### config.mk
export PLATFORM = sky130hd
export DESIGN_NAME = fetch_ctrl
export DESIGN_NICKNAME = d
export VERILOG_FILES = /design/src/rtl/fetch_ctrl.sv
export SDC_FILE = /design/constraint.sdc
export NUM_CORES = 1
export LEC_CHECK = 0
export ABC_AREA = 1
export CAP_MARGIN = 40
export CORE_MARGIN = 1
export CORE_UTILIZATION = 49
export DETAILED_ROUTE_END_ITERATION = 8
export GPL_TIMING_DRIVEN = 0
export PLACE_DENSITY = 0.9
export SYNTH_ARGS = -nofsm -noshare
export SYNTH_HDL_FRONTEND = slang
export SYNTH_SLANG_ARGS = --single-unit
### constraint.sdc
create_clock -name clk -period 2.93 [get_ports clk]
set_input_delay 0.586 -clock clk [delete_from_list [all_inputs] [get_ports clk]]
set_output_delay 0.586 -clock clk [all_outputs]
set_load 0.005 [all_outputs]
### src/rtl/fetch_ctrl.sv
// fetch_ctrl: PC sequencing, single-outstanding imem fetch,
// 2-deep instruction buffer and redirect/flush handling.
module fetch_ctrl #(
  parameter int XLEN = 32
) (
  input  logic            clk,
  input  logic            rst,
  input  logic [XLEN-1:0] pc,
  output logic            pc_en,
  output logic [XLEN-1:0] pc_next,
  output logic            imem_req,
  output logic [XLEN-1:0] imem_addr,
  input  logic            imem_ack,
  input  logic [31:0]     imem_rdata,
  output logic            instr_valid,
  output logic [31:0]     instr,
  output logic [XLEN-1:0] instr_pc,
  input  logic            instr_ready,
  input  logic            redirect_valid,
  input  logic [XLEN-1:0] redirect_target,
  output logic            fetch_fault
);

  typedef enum logic [1:0] {
    IDLE,
    RUN,
    FAULT
  } state_t;

  typedef struct packed {
    logic [31:0]     ins;
    logic [XLEN-1:0] pc;
  } ent_t;

  state_t          state_q, state_d;
  logic            req_q, req_d;
  logic            drop_q, drop_d;
  logic            fault_q, fault_d;
  logic [XLEN-1:0] addr_q, addr_d;
  logic [1:0]      cnt_q, cnt_d;
  ent_t            e0_q, e0_d;
  ent_t            e1_q, e1_d;

  logic            ack;
  logic            accept;
  logic            pop;
  logic            misal;
  logic            issue;
  logic [1:0]      slot;
  ent_t            ent_new;

  always_comb begin
    ack     = req_q & imem_ack;
    accept  = ack & ~drop_q & ~redirect_valid;
    pop     = (cnt_q != 2'd0) & instr_ready & ~redirect_valid;
    misal   = redirect_target[1:0] != 2'b00;
    pc_en   = rst & (redirect_valid | accept);
    pc_next = redirect_valid ? redirect_target : pc + XLEN'(4);

    state_d = (state_q == IDLE) ? RUN : state_q;
    if (redirect_valid) begin
      state_d = misal ? FAULT : RUN;
    end
    fault_d = redirect_valid ? misal : fault_q;

    // a fetch in flight at redirect returns stale data
    drop_d = drop_q;
    if (redirect_valid & req_q & ~imem_ack) begin
      drop_d = 1'b1;
    end else if (ack) begin
      drop_d = 1'b0;
    end

    ent_new = '{ins: imem_rdata, pc: addr_q};
    e0_d    = e0_q;
    e1_d    = e1_q;
    slot    = cnt_q - {1'b0, pop};
    if (pop) begin
      e0_d = e1_q;
    end
    if (accept) begin
      if (slot == 2'd0) begin
        e0_d = ent_new;
      end else begin
        e1_d = ent_new;
      end
    end
    cnt_d = redirect_valid ? 2'd0
          : cnt_q + {1'b0, accept} - {1'b0, pop};

    // reserve a slot for the reply before issuing
    issue  = (state_d == RUN) & (~req_q | ack)
           & ~drop_d & (cnt_d < 2'd2);
    req_d  = issue | (req_q & ~ack);
    addr_d = issue ? (pc_en ? pc_next : pc) : addr_q;
  end

  always_ff @(posedge clk or negedge rst) begin
    if (!rst) begin
      state_q <= IDLE;
      req_q   <= 1'b0;
      drop_q  <= 1'b0;
      fault_q <= 1'b0;
      addr_q  <= '0;
      cnt_q   <= 2'd0;
      e0_q    <= '0;
      e1_q    <= '0;
    end else begin
      state_q <= state_d;
      req_q   <= req_d;
      drop_q  <= drop_d;
      fault_q <= fault_d;
      addr_q  <= addr_d;
      cnt_q   <= cnt_d;
      e0_q    <= e0_d;
      e1_q    <= e1_d;
    end
  end

  assign imem_req    = req_q;
  assign imem_addr   = addr_q;
  assign instr_valid = cnt_q != 2'd0;
  assign instr       = e0_q.ins;
  assign instr_pc    = e0_q.pc;
  assign fetch_fault = fault_q;

endmodule
==> summary.json <==
{
  "status": {
    "status": "finished, final reports clean"
  },
  "timing": {
    "grt_setup_unrepaired": "true",
    "worst_slew_pin_slew_ns": 0.650,
    "timing.clock.skew_ns": 0.00918,
    "final.hold.worst_slack_ns": 0.141,
    "final_critical_path_setup_slack_ns": 0.0693,
    "fin_tns_setup_ns": 0,
    "post-route-period-util_pct": 97.6,
    "max_freq_mhz": 350,
    "fin_crit_ns": 2.86,
    "number_of_hold_slack_violations_in_the_final_timing_report": 0,
    "timing_max_transition_violations_final": 0,
    "timing.slew.headroom_pct": 56.5,
    "finalSetupViolations": 0
  },
  "critical_path": {
    "timing.reg2reg.setup_slack_ns": 0.31,
    "worstSetupEndpointType": "output pin",
    "worst_ep_arrival_time_ns": 2.27,
    "critPathKind": "in -> out",
    "worst-path-max-fanout": 4,
    "crit_path_start_kind": "primary input",
    "worstPathRequired_ns": 2.34
  },
  "power_and_ir_drop": {
    "max-vdd-ir-drop_v": 0.000493,
    "power_leakage_uw": 0.00571,
    "power_density_nw_per_um2": 832
  },
  "clock_network": {
    "cts-root-to-sink-buffers": 2,
    "clockRootBuffer": "clkbuf_16",
    "numClockSinks": 166,
    "cts-hold-fix-buffers": 0,
    "tritoncts_clock_tree": "done",
    "cts_made_buffers": 17,
    "clkTransAtPathRegs_ns": 0.07,
    "clock_latency_ns": 0.43,
    "cts-htree-levels": 4
  },
  "placed_design": {
    "io_buffers": 231,
    "place.detailed.instances": 1497,
    "place.detailed.hpwl_um": 18700,
    "preCtsSetupSlack_ns": -1.13,
    "detailed_place.area_um2": 10900,
    "placer_congestion_estimate": 0.912
  },
  "cells_and_area": {
    "layout.cells.most_common": "nand2_1",
    "final.fill_count": 1274,
    "final_design_area_no_fill_um2": 11900,
    "post_route_cells_drive_above_1_share_pct": 14.9,
    "multiInputGateArea_um2": 3890,
    "layoutNonFillerInstCount": 1541,
    "synthToLayoutAreaGrowth_pct": 42.6,
    "final_cell_mix": "nand2_1 (356), clkdlybuf4s50_1 (197), dfrtp_1 (166)",
    "nets": 1410,
    "ff_latch_area_um2": 4150
  },
  "grt": {
    "grt_pass1_vias": 8306,
    "gr-max-usage-layer": "met2",
    "met3_track_demand_over_resource_pct": 5.15,
    "grt_start_max_net_pins": 87,
    "gr-total-overflow": 0,
    "grt_antenna_before_repair": 1,
    "groute.layer.met1.usage_pct": 39.5,
    "grt_first_pass_wirelength_um": 42300,
    "grt.total_usage_pct": 30.7,
    "routing_usage_on_met2_pct": 50.9
  },
  "flow_run": {
    "number_of_maximum_capacitance_violations": 0
  },
  "synth": {
    "synth_area_um2": 8320,
    "synth_seq_area_share_pct": 49.9,
    "synth.distinct_cells": 23,
    "seq_cells_post_synth": 166,
    "ys_warn_count": 0,
    "post_synth_inst_count": 1045,
    "avgSynthCellArea_um2": 7.96,
    "synth_fp_nets": 1148
  },
  "floorplan": {
    "floorplan.initialDensity_pct": 50.2,
    "fp.dieArea_um2": 17500,
    "die_w_um": 132,
    "fp.coreArea_um2": 16600,
    "ios": 233,
    "chipHeight_um": 132,
    "rows": 47
  },
  "drt": {
    "drtAntennaViolNets": 0,
    "drt_first_iter_violations": 574,
    "post_drt_via_cell_ratio": 5.37,
    "detail_route.drc_violations": 0,
    "vias": 8270,
    "1st_pass_router_iterations": 5,
    "detail_route.wl_per_cell_um": 17.0,
    "routed_wirelength_um": 26200
  },
  "worst_hold_path": {
    "timing.hold.worst.class": "in -> async"
  }
}
through the flow:
stage / power (µW) / util, %
finish: 9880 / 71.5
global route: 10400 / 71.5
CTS: 9830 / 71.0
detailed placement: 7420 / 66.0
global placement: 7250 / 65.8
floorplan: 5200 / -
critical path: stages:
cell and delay, ns:
clkdlybuf4s15_2 0.23, ha_4 0.15, nand3_1 0.12, nor2_2 0.19, nand2_2 0.12, xnor2_1 0.17
nand2_1 0.09, nand2_1 0.09, clkdlybuf4s50_1 0.52
final cells by class:
cell class | instances | share of cell area, %
plain buffers | 52 | 2.35
clock inverters | 13 | 1.42
well taps | 220 | 2.32
inverters | 63 | 2.04
diodes | 1 | 0.0211
repair buffers | 245 | 20.2
multi-input cells | 762 | 32.8
flip-flops and latches | 166 | 35.0
clock buffers | 19 | 3.82
cell usage after synthesis (all sizes together):
master	count	area share (%)
nand2	370	17
dfrtp	166	50
nor2	142	6.4
inv	63	2.8
nand3	62	3.7
a31oi	60	4.5
mux2	58	7.8
o21ai	44	2.6
buf	28	1.7
clkbuf	26	1.2
o211ai	11	0.99
o21bai	4	0.36
nor3	3	0.32
ha	2	0.30
xnor2	2	0.21
a21oi	1	0.060
and2	1	0.075
o31ai	1	0.090
xor2	1	0.11
repair_timing:
| item | in CTS | in global routing |
|---|---|---|
| resized for setup | 96 | 59 |
| buffers inserted | 7 | 6 |
| endpoints found under the setup margin | 60 | 52 |
| hold endpoints to repair | 0 | 0 |
| pin swaps | 17 | 4 |
final timing paths:
path / depth (start not counted) / endpoint / startpoint
worst max register to register: 17 / imem_addr[25] / cnt_q[1]
worst min-delay path: 1 / instr[5] / rst
worst min register to register: 2 / state_q[1] / state_q[1]
min in group clk: 2 / imem_req / imem_ack
worst max-delay path: 9 / pc_next[12] / pc[2]
max in group asynchronous: 2 / e1_q[10] / rst
report_power, final:
group          total (µW)  leakage [µW]  switching [µW]  internal, µW
combinational        3600       0.00331            1550          2050
sequential           3940       0.00209             702          3240
clock                2340      0.000304             940          1400
logic make-up (layout without fill, tap and decap cells):
logic type | after synthesis | after routing | share of synthesized area [%]
AND/OR/NAND/NOR | 578 | 578 | 27.2
flip-flops | 166 | 166 | 49.9
AO/OA/AOI/OAI | 121 | 121 | 8.66
buffers and inverters | 117 | 392 | 5.74
multiplexers | 58 | 58 | 7.85
XOR/XNOR | 3 | 3 | 0.316
adder cells (fa/ha/maj) | 2 | 2 | 0.301
other | 0 | 1 | 0
metal layers:
metal | vias to the layer above | share of wire [%]
li1 | 3907 | -
met1 | 3918 | 42
met2 | 379 | 48
met3 | 66 | 6.1
met4 | 0 | 3.6
met5 | - | 0
sequential cells by signal (all words and copies together) (netlist names):
register     count
instr           32
imem_addr       32
e1_q            64
imem_req         1
state_q          1
instr_pc        32
drop_q           1
fetch_fault      1
cnt_q            2
(Power assumes the default switching activity.)
